<file path="config.mk">
export PLATFORM = sky130hd
export DESIGN_NAME = timer_ctrl_fsm
export DESIGN_NICKNAME = d
export VERILOG_FILES = /design/src/rtl/timer_ctrl_fsm.sv
export SDC_FILE = /design/constraint.sdc
export NUM_CORES = 1
export LEC_CHECK = 0
export ABC_AREA = 0
export BUFFER_PORTS_ARGS = -buffer_cell sky130_fd_sc_hd__buf_2
export CORE_MARGIN = 3
export CORE_UTILIZATION = 40
export DETAILED_ROUTE_END_ITERATION = 12
export GPL_ROUTABILITY_DRIVEN = 0
export SETUP_SLACK_MARGIN = 0.15
export SLEW_MARGIN = 20
export SYNTH_ARGS = -nofsm -noshare
export SYNTH_HDL_FRONTEND = slang
export SYNTH_SLANG_ARGS = --single-unit
</file>
<file path="constraint.sdc">
create_clock -name clk -period 3.14 [get_ports clk]
set_clock_uncertainty 0.2 [all_clocks]
set_input_delay 0.314 -clock clk [delete_from_list [all_inputs] [get_ports clk]]
set_output_delay 0.314 -clock clk [all_outputs]
set_load 0.02 [all_outputs]
</file>
<file path="src/rtl/timer_ctrl_fsm.sv">
// Front-panel sequencer for the MM:SS lab timer: button debounce, mode FSM
// (set/run/pause/alarm), one-cycle command strobes and digit blink masks.
module timer_ctrl_fsm #(
  parameter int DEB_CYCLES = 270000,
  parameter int ALARM_SECS = 10
) (
  input  logic       clk,
  input  logic       rst,
  input  logic       tick_1hz,
  input  logic       zero_flag,
  input  logic       btn_start,
  input  logic       btn_mode,
  input  logic       btn_up,
  input  logic       btn_clear,
  output logic       cnt_en,
  output logic       clr_cnt,
  output logic       inc_min,
  output logic       inc_sec,
  output logic [3:0] blink_mask,
  output logic       alarm,
  output logic [2:0] state
);

  typedef enum logic [2:0] {
    S_IDLE    = 3'd0,
    S_SET_MIN = 3'd1,
    S_SET_SEC = 3'd2,
    S_RUN     = 3'd3,
    S_PAUSE   = 3'd4,
    S_ALARM   = 3'd5
  } state_t;

  localparam int DW = $clog2(DEB_CYCLES + 1);
  localparam int AW = $clog2(ALARM_SECS + 1);
  localparam logic [DW-1:0] DEB_LAST   = DW'(DEB_CYCLES - 1);
  localparam logic [AW-1:0] ALARM_LAST = AW'(ALARM_SECS - 1);

  // Button lanes: 0 start, 1 mode, 2 up, 3 clear
  logic [3:0]    raw;
  logic [3:0]    sync1;
  logic [3:0]    sync2;
  logic [3:0]    level;
  logic [3:0]    press;
  logic [DW-1:0] deb_cnt [4];

  state_t        st;
  logic          blink_phase;
  logic [AW-1:0] alarm_cnt;

  logic ev_clear;
  logic ev_start;
  logic ev_mode;
  logic ev_up;

  assign raw = {btn_clear, btn_up, btn_mode, btn_start};

  // A lane's level flips only after DEB_CYCLES consecutive differing samples;
  // press fires on the 0->1 flip, so releases never produce an event.
  always_ff @(posedge clk or posedge rst) begin
    if (rst) begin
      sync1 <= '0;
      sync2 <= '0;
      level <= '0;
      press <= '0;
      for (int i = 0; i < 4; i++) deb_cnt[i] <= '0;
    end else begin
      sync1 <= raw;
      sync2 <= sync1;
      press <= '0;
      for (int i = 0; i < 4; i++) begin
        if (sync2[i] == level[i]) begin
          deb_cnt[i] <= '0;
        end else if (deb_cnt[i] == DEB_LAST) begin
          deb_cnt[i] <= '0;
          level[i]   <= sync2[i];
          press[i]   <= sync2[i];
        end else begin
          deb_cnt[i] <= deb_cnt[i] + DW'(1);
        end
      end
    end
  end

  // Only the highest-priority event of a cycle survives: clear > start > mode > up.
  assign ev_clear = press[3];
  assign ev_start = press[0] & ~press[3];
  assign ev_mode  = press[1] & ~press[0] & ~press[3];
  assign ev_up    = press[2] & ~press[1] & ~press[0] & ~press[3];

  // Every state change also clears blink_phase, overriding the tick toggle.
  always_ff @(posedge clk or posedge rst) begin
    if (rst) begin
      st          <= S_IDLE;
      cnt_en      <= 1'b0;
      clr_cnt     <= 1'b0;
      inc_min     <= 1'b0;
      inc_sec     <= 1'b0;
      blink_phase <= 1'b0;
      alarm_cnt   <= '0;
    end else begin
      cnt_en  <= 1'b0;
      clr_cnt <= 1'b0;
      inc_min <= 1'b0;
      inc_sec <= 1'b0;
      if (tick_1hz) blink_phase <= ~blink_phase;

      if (ev_clear) begin
        clr_cnt     <= 1'b1;
        st          <= S_IDLE;
        blink_phase <= 1'b0;
      end else begin
        case (st)
          S_IDLE: begin
            if (ev_start && !zero_flag) begin
              st          <= S_RUN;
              blink_phase <= 1'b0;
            end else if (ev_mode) begin
              st          <= S_SET_MIN;
              blink_phase <= 1'b0;
            end
          end
          S_SET_MIN: begin
            if (ev_start) begin
              st          <= zero_flag ? S_IDLE : S_RUN;
              blink_phase <= 1'b0;
            end else if (ev_mode) begin
              st          <= S_SET_SEC;
              blink_phase <= 1'b0;
            end else if (ev_up) begin
              inc_min <= 1'b1;
            end
          end
          S_SET_SEC: begin
            if (ev_start) begin
              st          <= zero_flag ? S_IDLE : S_RUN;
              blink_phase <= 1'b0;
            end else if (ev_mode) begin
              st          <= S_IDLE;
              blink_phase <= 1'b0;
            end else if (ev_up) begin
              inc_sec <= 1'b1;
            end
          end
          S_RUN: begin
            if (ev_start) begin
              st          <= S_PAUSE;
              blink_phase <= 1'b0;
            end else if (zero_flag) begin
              st          <= S_ALARM;
              blink_phase <= 1'b0;
              alarm_cnt   <= '0;
            end else if (tick_1hz) begin
              cnt_en <= 1'b1;
            end
          end
          S_PAUSE: begin
            if (ev_start) begin
              st          <= S_RUN;
              blink_phase <= 1'b0;
            end else if (ev_mode) begin
              st          <= S_SET_MIN;
              blink_phase <= 1'b0;
            end
          end
          S_ALARM: begin
            if (ev_start || ev_mode || ev_up) begin
              st          <= S_IDLE;
              blink_phase <= 1'b0;
            end else if (tick_1hz) begin
              if (alarm_cnt == ALARM_LAST) begin
                st          <= S_IDLE;
                blink_phase <= 1'b0;
              end else begin
                alarm_cnt <= alarm_cnt + AW'(1);
              end
            end
          end
          default: begin
            st          <= S_IDLE;
            blink_phase <= 1'b0;
          end
        endcase
      end
    end
  end

  assign state = st;
  assign alarm = (st == S_ALARM);

  always_comb begin
    blink_mask = 4'b0000;
    if (blink_phase) begin
      case (st)
        S_SET_MIN:        blink_mask = 4'b1100;
        S_SET_SEC:        blink_mask = 4'b0011;
        S_PAUSE, S_ALARM: blink_mask = 4'b1111;
        default:          blink_mask = 4'b0000;
      endcase
    end
  end

endmodule

</file>
## Yosys cells after proc, flatten, opt, wreduce, memory -nomap -nowiden

Index checks and enable logic that the tools add are counted.

- Bits in registers: 104
- Latch bits: 0
- RAM bits: 0
- ROM bits: 0
- Input port bits: 8
- Output and inout bits: 12
- Logic and storage cells: 138
- Memories kept: 0

- $add $sub $neg: 5
- Multiply operators: 0
- Div/mod/pow operators: 0
- $lt $le $gt $ge: 0
- Equality and inequality tests: 24
- Shift-type cells: 0
- Mux-type cells: 63
- Bitwise gates (word level): 14
- Reduce and logical (&&, ||, !) cells: 14

Operators with widths:

| cell | count |
|---|---|
| $mux W19 | 8 |
| $add A19 B1 Y19 const B | 4 |
| $eq A19 B19 Y1 const B | 4 |
| $mux W3 | 13 |
| $mux W1 | 31 |
| $mux W4 | 6 |
| $pmux W3 S6 | 1 |
| $ne A4 B4 Y1 const B | 3 |
| $pmux W4 S3 | 1 |
| $ne A2 B2 Y1 const B | 5 |
| $not A1 Y1 | 8 |
| $pmux W4 S2 | 1 |
| $reduce_and A2 Y1 | 4 |
| $reduce_and A7 Y1 | 1 |
| $and A1 B1 Y1 | 6 |
| $eq A3 B2 Y1 const B | 2 |
| $eq A3 B3 Y1 const B | 2 |
| $reduce_and A5 Y1 | 1 |
| $add A4 B1 Y4 const B | 1 |
| $eq A1 B1 Y1 | 4 |
| $eq A4 B4 Y1 const B | 1 |
| $ne A4 B1 Y1 const B | 1 |
| $ne A4 B2 Y1 const B | 1 |
| $pmux W1 S4 | 1 |
| 9 further kinds | 10 |

## Longest topological paths before layout

Gate-level depths: netlist of the first run.

- Depth after elaboration: 9
- Mapped depth: 7
- Depth with buffers taken out: 6

## Least setup slack after synthesis of the first run

OpenSTA, ideal clock, no wires.

- Kind: flip-flop to output port
- From: reg st[1] (netlist: state[1])
- To: out blink_mask[1]
- Arrival time: 1.878 ns
- Required time: 2.626 ns
- Setup slack: 0.748 ns
- Stages on the path, launching flop included: 6
- Buffers on the path: 3
- Cell sequence: dfrtp_1 -> clkbuf_1 -> clkbuf_1 -> nand2_1 -> a21boi_0 -> buf_4

- Word-level cells in the longest chain between the ends: 4
- Elaborated cells between the ends (all ways): 7
- Classes of those cells: 4 x eq/ne; 2 x mux; 1 x reduce/logical

RTL lines:

| item | RTL line | RTL |
|---|---|---|
| start, declared | 46 | `state_t st;` |
| start signal, assigned | 124 | `st <= zero_flag ? S_IDLE : S_RUN;` |
| start signal, assigned | 135 | `st <= zero_flag ? S_IDLE : S_RUN;` |
| $eq A3 B3 Y1 | 193 | `case (st)` |
| $reduce_or A2 Y1 | 193 |  |
| $pmux W4 S3 (*) | 193 |  |
| $mux W4 (*) | 192 | `if (blink_phase) begin` |
| end, declared | 19 | `output logic [3:0] blink_mask,` |

Every way passes the cells marked *; elsewhere a longest branch is shown, timed or not.

## Worst setup path in the final report of the first run

- From: reg st[1] (netlist: state[1])
- To: reg alarm_cnt[0]

- Word-level cells in the longest chain between the ends: 3
- Elaborated cells between the ends (all ways): 10
- Classes of those cells: 7 x eq/ne; 1 x mux; 2 x reduce/logical

RTL lines:

| item | RTL line | RTL |
|---|---|---|
| $eq A3 B2 Y1 / $eq A3 B3 Y1 (equally long branches) | 112 | `case (st)` |
| $ne A2 B2 Y1 (no line) / $reduce_bool A2 Y1 (equally long branches) | n/a |  |
| $reduce_and A7 Y1 (no line) | n/a |  |
| end signal, assigned | 174 | `alarm_cnt <= alarm_cnt + AW'(1);` |
| end, declared | 48 | `logic [AW-1:0] alarm_cnt;` |

Several ways; a longest one is shown, not always the timed one.
A chain may end at the register's enable or synchronous reset.

==> out/results.ini, run 1 <==
[logic_synthesis]
synth_warnings = 0
synthArstFlopShare_pct = 100
synth_edf_count = 0
netlist_area_mm2 = 0.00512
synthesis.nets = 524
synthDistinctLibCells = 51
synth-seq-cells = 104
yosysSeqAreaShare_pct = 50.8
synth_ff_type = dfrtp_1
syn_area_per_cell_um2 = 10.0
netlist_instances = 510

[setup_path]
r2r-end = alarm_cnt[0]
path_max_fanout = 17
worstSetupEndpoint = alarm_cnt[0]
max_stage_delay_ns = 0.73
r2r_start = state[1]
slowest_stage = o311ai_1
worstRegToRegCells = 4
critPathArrivalTime_ns = 2.40
startpoint = state[1]
worstPathCellList = nand2b_1 > o311ai_1 > a21oi_1 > mux2_2
critPathRequiredTime_ns = 3.18
r2r_setup_slack_ns = 0.78
critical_path_class = reg2reg
start_kind = flop
worstSetupEndpointType = flop

[timing]
max_clock_freq_mhz = 423
rsz0062_at_grt = no
fin_setup_tns_ns = 0
setup_ws_ns = 0.776
fin_crit_ns = 2.36
tightest_slew_ns = 0.847
setup_viol = 0
hold_violations = 0
slew_headroom_pct = 42.7
maxSlewViolCount = 0
timing.final.crit_share_pct = 75.3

[route]
drt-vias-per-instance = 5.44
wl_per_cell_um = 13.7
drt_pass1_iterations = 5
drc = 0
drtIter0Drc = 297
routed_wl_mm = 9.53
ant_nets = 0
vias = 3779

[cts]
post_cts_buffers = 0
htree_levels = 3
insertion_delay_ns = 0.35
cts_tree = built
clockBufferDepth = 2
cts_sinks = 104
clockRootBuffer = clkbuf_16
clk_transition_reported_paths_ns = 0.08
numCtsBuffers = 9

[global_route]
grt_pass1_wl_mm = 16.7
gr-total-overflow = 0
grt_max_degree = 52
grt_pass1_vias = 3645
grt_usage_pct = 14.2
antenna_found_initial = 0

[die]
core_region_area_mm2 = 0.0123
initial_utilization_pct = 41.8
die-area_mm2 = 0.0142
die_h_um = 119
io_pins = 20
die_w_um = 119
rows = 40

[power]
irDropWorstVdd_mv = 0.351
cellLeakagePower_nw = 2.45
power.density_mw_per_mm2 = 497

[min_path]
worstHoldPathType = in2reg
min_from = tick_1hz

[placed_design]
portBuffers = 19
post-dp-hpwl_mm = 6.41
dp_slack_ns = 0.743

[run]
max_cap_viol_count = 0

[finish]
syn_to_final_growth_pct = 11.5
final_common_cell = dfrtp_1
layout-drive-gt1-share_pct = 10.1
n_antenna_cell = 0
final_cell_mix = dfrtp_1 (104), nor2_1 (65), xor2_1 (44), nand3_1 (27), nand4_1 (25)
final_nets = 536

[status]
status = finished, final reports clean

==> per-layer routing <==
layer  up-vias  part of all wire, %  track usage (%)
li1       1835                    -                -
met1      1859                   48             18.6
met3        15                  4.5             4.13
met2        70                   46             22.6
met5         -                    0                0
met4         0                  1.5             4.85
==> cell type report <==
class,instances,area (um^2)
flip-flops and latches,104,2600
multi-input cells,367,2350
inverters,11,45.0
repair buffers,29,195
fillers,1170,6550
well taps,168,210
clock inverters,7,82.6
clock buffers,9,225
==> synth_stat cells (2+ instances only) <==
cell / instances / area [um^2]
or3_1: 18 / 113
or4_1: 2 / 15.0
xor2_1: 44 / 385
o21ai_1: 2 / 10.0
nor3b_1: 5 / 37.5
a211oi_1: 3 / 22.5
xnor2_1: 11 / 96.3
and4_1: 16 / 140
o21bai_1: 4 / 30.0
buf_2: 7 / 35.0
o31ai_1: 2 / 15.0
and2_1: 4 / 25.0
ha_1: 6 / 75.1
buf_4: 3 / 22.5
mux2_2: 6 / 67.6
dfrtp_1: 104 / 2600
nor4b_1: 7 / 61.3
nand2b_1: 3 / 18.8
nor2_1: 65 / 244
nor3_1: 3 / 15.0
a21oi_1: 23 / 115
nand2_1: 23 / 86.3
o311ai_1: 2 / 17.5
mux2i_1: 3 / 30.0
or2_2: 2 / 12.5
o21ai_0: 23 / 115
and3_1: 11 / 68.8
nand3b_1: 2 / 15.0
nor4_1: 7 / 43.8
nand4_1: 25 / 156
clkbuf_1: 17 / 63.8
nand3_1: 27 / 135
nand4b_1: 2 / 17.5
inv_1: 11 / 41.3
==> power breakdown <==
part,leakage [nW],internal (W),switching (W)
Combinational,0.878,0.0000981,0.000133
Clock,0.152,0.000634,0.000531
Sequential,1.42,0.00138,0.0000678
Total,2.45,0.00211,0.000732
==> state kept, by name (all words and copies together), names as in the netlist, 3 cells and up <==
name	flops
deb_cnt	76
alarm_cnt	4
level	4
press	4
sync1	4
sync2	4
state	3
==> worst min-delay path by stage <==
stage | endpoint | slack (ns) | cells after the start
floorplan | sync2[0] | 0.13 | 0
global placement | sync2[1] | 0.14 | 0
detailed placement | sync2[1] | 0.14 | 0
CTS | cnt_en | 0.02 | 3
global route | cnt_en | 0.03 | 3
finish | cnt_en | 0.03 | 3
==> per-stage QoR <==
step | cells | util, % | hold WS, ns | area (um^2) | total power (W)
after CTS | 695 | 46.6 | 0.0154 | 5720 | 0.00289
after detailed placement | 674 | 43.7 | 0.136 | 5360 | 0.00170
after global routing | 695 | 46.6 | 0.0301 | 5720 | 0.00298
after global placement | 674 | 43.7 | 0.135 | 5360 | 0.00169
after floorplan | 510 | - | 0.131 | 5130 | 0.00164
final | 695 | 46.6 | 0.0340 | 5720 | 0.00284
==> cell families after synthesis <==
logic type | count (synthesis) | synth area share, %
mux | 9 | 1.90
compound gates | 70 | 8.45
simple gates | 227 | 24.7
flops | 104 | 50.8
buf+inv | 39 | 3.27
xor+xnor | 55 | 9.40
fa+ha+maj | 6 | 1.46
==> critical path: cells and delay by family, from the launching register on <==
kind               cells  cell delay, ns
AOI/OAI and AO/OA      2            0.88
DFF                    1            0.57
muxes                  1            0.32
and+or+nand+nor        1            0.27
==> timing repair <==
item	4_1_cts	5_1_grt
resized for setup	0	0
hold endpoints to repair	31	0
hold buffers	5	0
Power figures use the tool's default switching activity.
==> run 2, diff against run 1 <==
==> constraint.sdc (replaced) <==
create_clock -name clk -period 2.2 [get_ports clk]
set_clock_uncertainty 0.2 [all_clocks]
set_input_delay 0.22 -clock clk [delete_from_list [all_inputs] [get_ports clk]]
set_output_delay 0.22 -clock clk [all_outputs]
set_load 0.02 [all_outputs]
==> run 2 against run 1 <==
Compared with the run above: first-iteration DRC count grew 4.0%; final area grew 2.4%; sequential power grew 42%; critical path depth grew 1; die area is the same; non-clock buffer count grew 17; via count grew 0.34%; power grew 39%; clock-buffer cell count grew 1; routed wire length grew 3.5%; critical path type unchanged.
==> out/results.ini, run 2 (synthesis results as in run 1) <==
[power]
power.density_mw_per_mm2 = 673  ; +35%
total_power_w = 0.00394  ; +39%
irDropWorstVdd_mv = 0.340  ; -3.2%
cellLeakagePower_nw = 2.52  ; +3.0%

[route]
vias = 3792  ; +0.34%
routed_wl_mm = 9.87  ; +3.5%
wl_per_cell_um = 13.9  ; +1.6%
drc = 0  ; unchanged
drt-vias-per-instance = 5.36  ; -1.5%
drt_pass1_iterations = 4  ; -1
ant_nets = 0  ; unchanged
drtIter0Drc = 309  ; +4.0%

[placed_design]
portBuffers = 19  ; unchanged
post-dp-hpwl_mm = 6.55  ; +2.2%
dpl_cell_area_mm2 = 0.00545  ; +1.8%
dp_slack_ns = 0.169  ; -0.574 ns

[status]
status = finished, final reports clean

[die]
io_pins = 20  ; unchanged
rows = 40  ; unchanged
die-area_mm2 = 0.0142  ; unchanged
die_w_um = 119  ; unchanged
die_h_um = 119  ; unchanged
initial_utilization_pct = 41.8  ; unchanged
core_region_area_mm2 = 0.0123  ; unchanged

[finish]
final_cell_mix = dfrtp_1 (98), nor2_1 (64), xor2_1 (44), nand3_1 (27), nand4_1 (25)
multi_input_area_mm2 = 0.00239  ; +1.6%
syn_to_final_growth_pct = 14.2
seq_area_mm2 = 0.00261  ; +0.29%
n_antenna_cell = 0  ; unchanged
final_area_mm2 = 0.00585  ; +2.4%
nFillCells = 1155  ; -1.3%
fin_util_pct = 47.7  ; +1.1 points
top_register = deb_cnt
final_nets = 553  ; +3.2%
layout-drive-gt1-share_pct = 14.4  ; +4.4 points
final_common_cell = dfrtp_1
largest_reg_flops = 76  ; unchanged

[setup_path]
r2r_setup_slack_ns = 0.23  ; -0.54 ns
startpoint = state[2]
critical_path_class = reg2reg
slowest_stage = or4bb_1
path_max_fanout = 15  ; -2
worstRegToRegCells = 5  ; +1
worstPathCellList = or4bb_1 > o311ai_1 > buf_4 > o21ai_0 > mux2i_1
worstSetupEndpointType = flop
critPathRequiredTime_ns = 2.26  ; -0.92 ns
critPathArrivalTime_ns = 2.03  ; -0.37 ns
start_kind = flop
max_stage_delay_ns = 0.54  ; -0.19 ns
r2r-end = alarm_cnt[3]
r2r_start = state[2]

[cts]
cts_tree = built
cts_sinks = 104  ; unchanged
clk_transition_reported_paths_ns = 0.06  ; -0.02 ns
clockBufferDepth = 2  ; unchanged
htree_levels = 3  ; unchanged
numCtsBuffers = 9  ; unchanged
insertion_delay_ns = 0.34  ; about the same
clockRootBuffer = clkbuf_16

[min_path]
min_from = zero_flag
hold_path_depth = 3  ; unchanged
worstHoldPathType = in2reg
hold_path_end = blink_phase

[global_route]
grt_pass1_wl_mm = 17.9  ; +7.1%
antenna_found_initial = 0  ; unchanged
gr-total-overflow = 0  ; unchanged
grt_max_degree = 105  ; +100%
grt_usage_pct = 15.1  ; +0.85 points
grt_pass1_vias = 3841  ; +5.4%

[timing]
slew_headroom_pct = 62.6  ; +20 points
tightest_slew_ns = 0.561  ; -0.286 ns
hold_violations = 0  ; unchanged
fin_crit_ns = 1.97  ; -0.399 ns
maxSlewViolCount = 0  ; unchanged
setup_ws_ns = 0.235  ; -0.541 ns
rsz0062_at_grt = yes
timing.final.crit_share_pct = 89.3  ; +14 points
fin_setup_tns_ns = 0  ; unchanged
setup_viol = 0  ; unchanged
max_clock_freq_mhz = 509  ; +20%

[run]
max_cap_viol_count = 0  ; unchanged

## run 2: final cells by class
cell class	instances	area share, %
clock inverters	2	0.599
well taps	168	3.59
clock buffers	10	3.91
multi-input cells	367	40.9
inverters	11	0.770
repair buffers	46	5.62
flip-flops and latches	104	44.6
## run 2: through the flow
stage	instances	hold slack [ns]
final	708	0.127
after global routing	708	0.127
after CTS	704	0.0827
after detailed placement	686	0.131
after global placement	686	0.134
after floorplan	510	0.0514
## run 2: worst max path at each step
stage                     to  slack [ns]  depth (start not counted)
4_1_cts         alarm_cnt[1]        0.18                          6
2_1_floorplan  blink_mask[1]        0.08                          5
5_1_grt         alarm_cnt[1]        0.15                          5
3_5_place_dp    alarm_cnt[1]        0.17                          5
6_report        alarm_cnt[3]        0.23                          5
3_3_place_gp    alarm_cnt[1]        0.22                          6
## run 2: metal layers
| metal | up-vias | wire, um | GRT usage [%] |
|---|---|---|---|
| met5 | - | 0 | 0 |
| met4 | 0 | 101 | 3.62 |
| met3 | 7 | 394 | 4.18 |
| met2 | 66 | 4450 | 23.7 |
| met1 | 1853 | 4920 | 20.7 |
| li1 | 1866 | - | - |
## run 2: timing repair
action                                 in CTS  in global routing
buffers inserted                            0                  4
gates resized for setup                     3                 13
endpoints found under the hold margin     109                  0
hold buffers                                6                  0
pin swaps                                   0                  4
setup endpoints to repair                   2                 24
## run 2: critical path: cells and delay by family, from the launching register on
family                 cells  cell delay [ns]
AND/OR/NAND/NOR            1             0.54
flip-flops                 1             0.52
multiplexers               1             0.15
buffers and inverters      1             0.22
AO/OA/AOI/OAI              2             0.25
## run 2: power by group
part           total (W)  internal [W]  switching [W]
logic           0.000386      0.000174       0.000212
clock network    0.00149      0.000855       0.000638
registers        0.00206       0.00197      0.0000905
total            0.00394       0.00300       0.000940
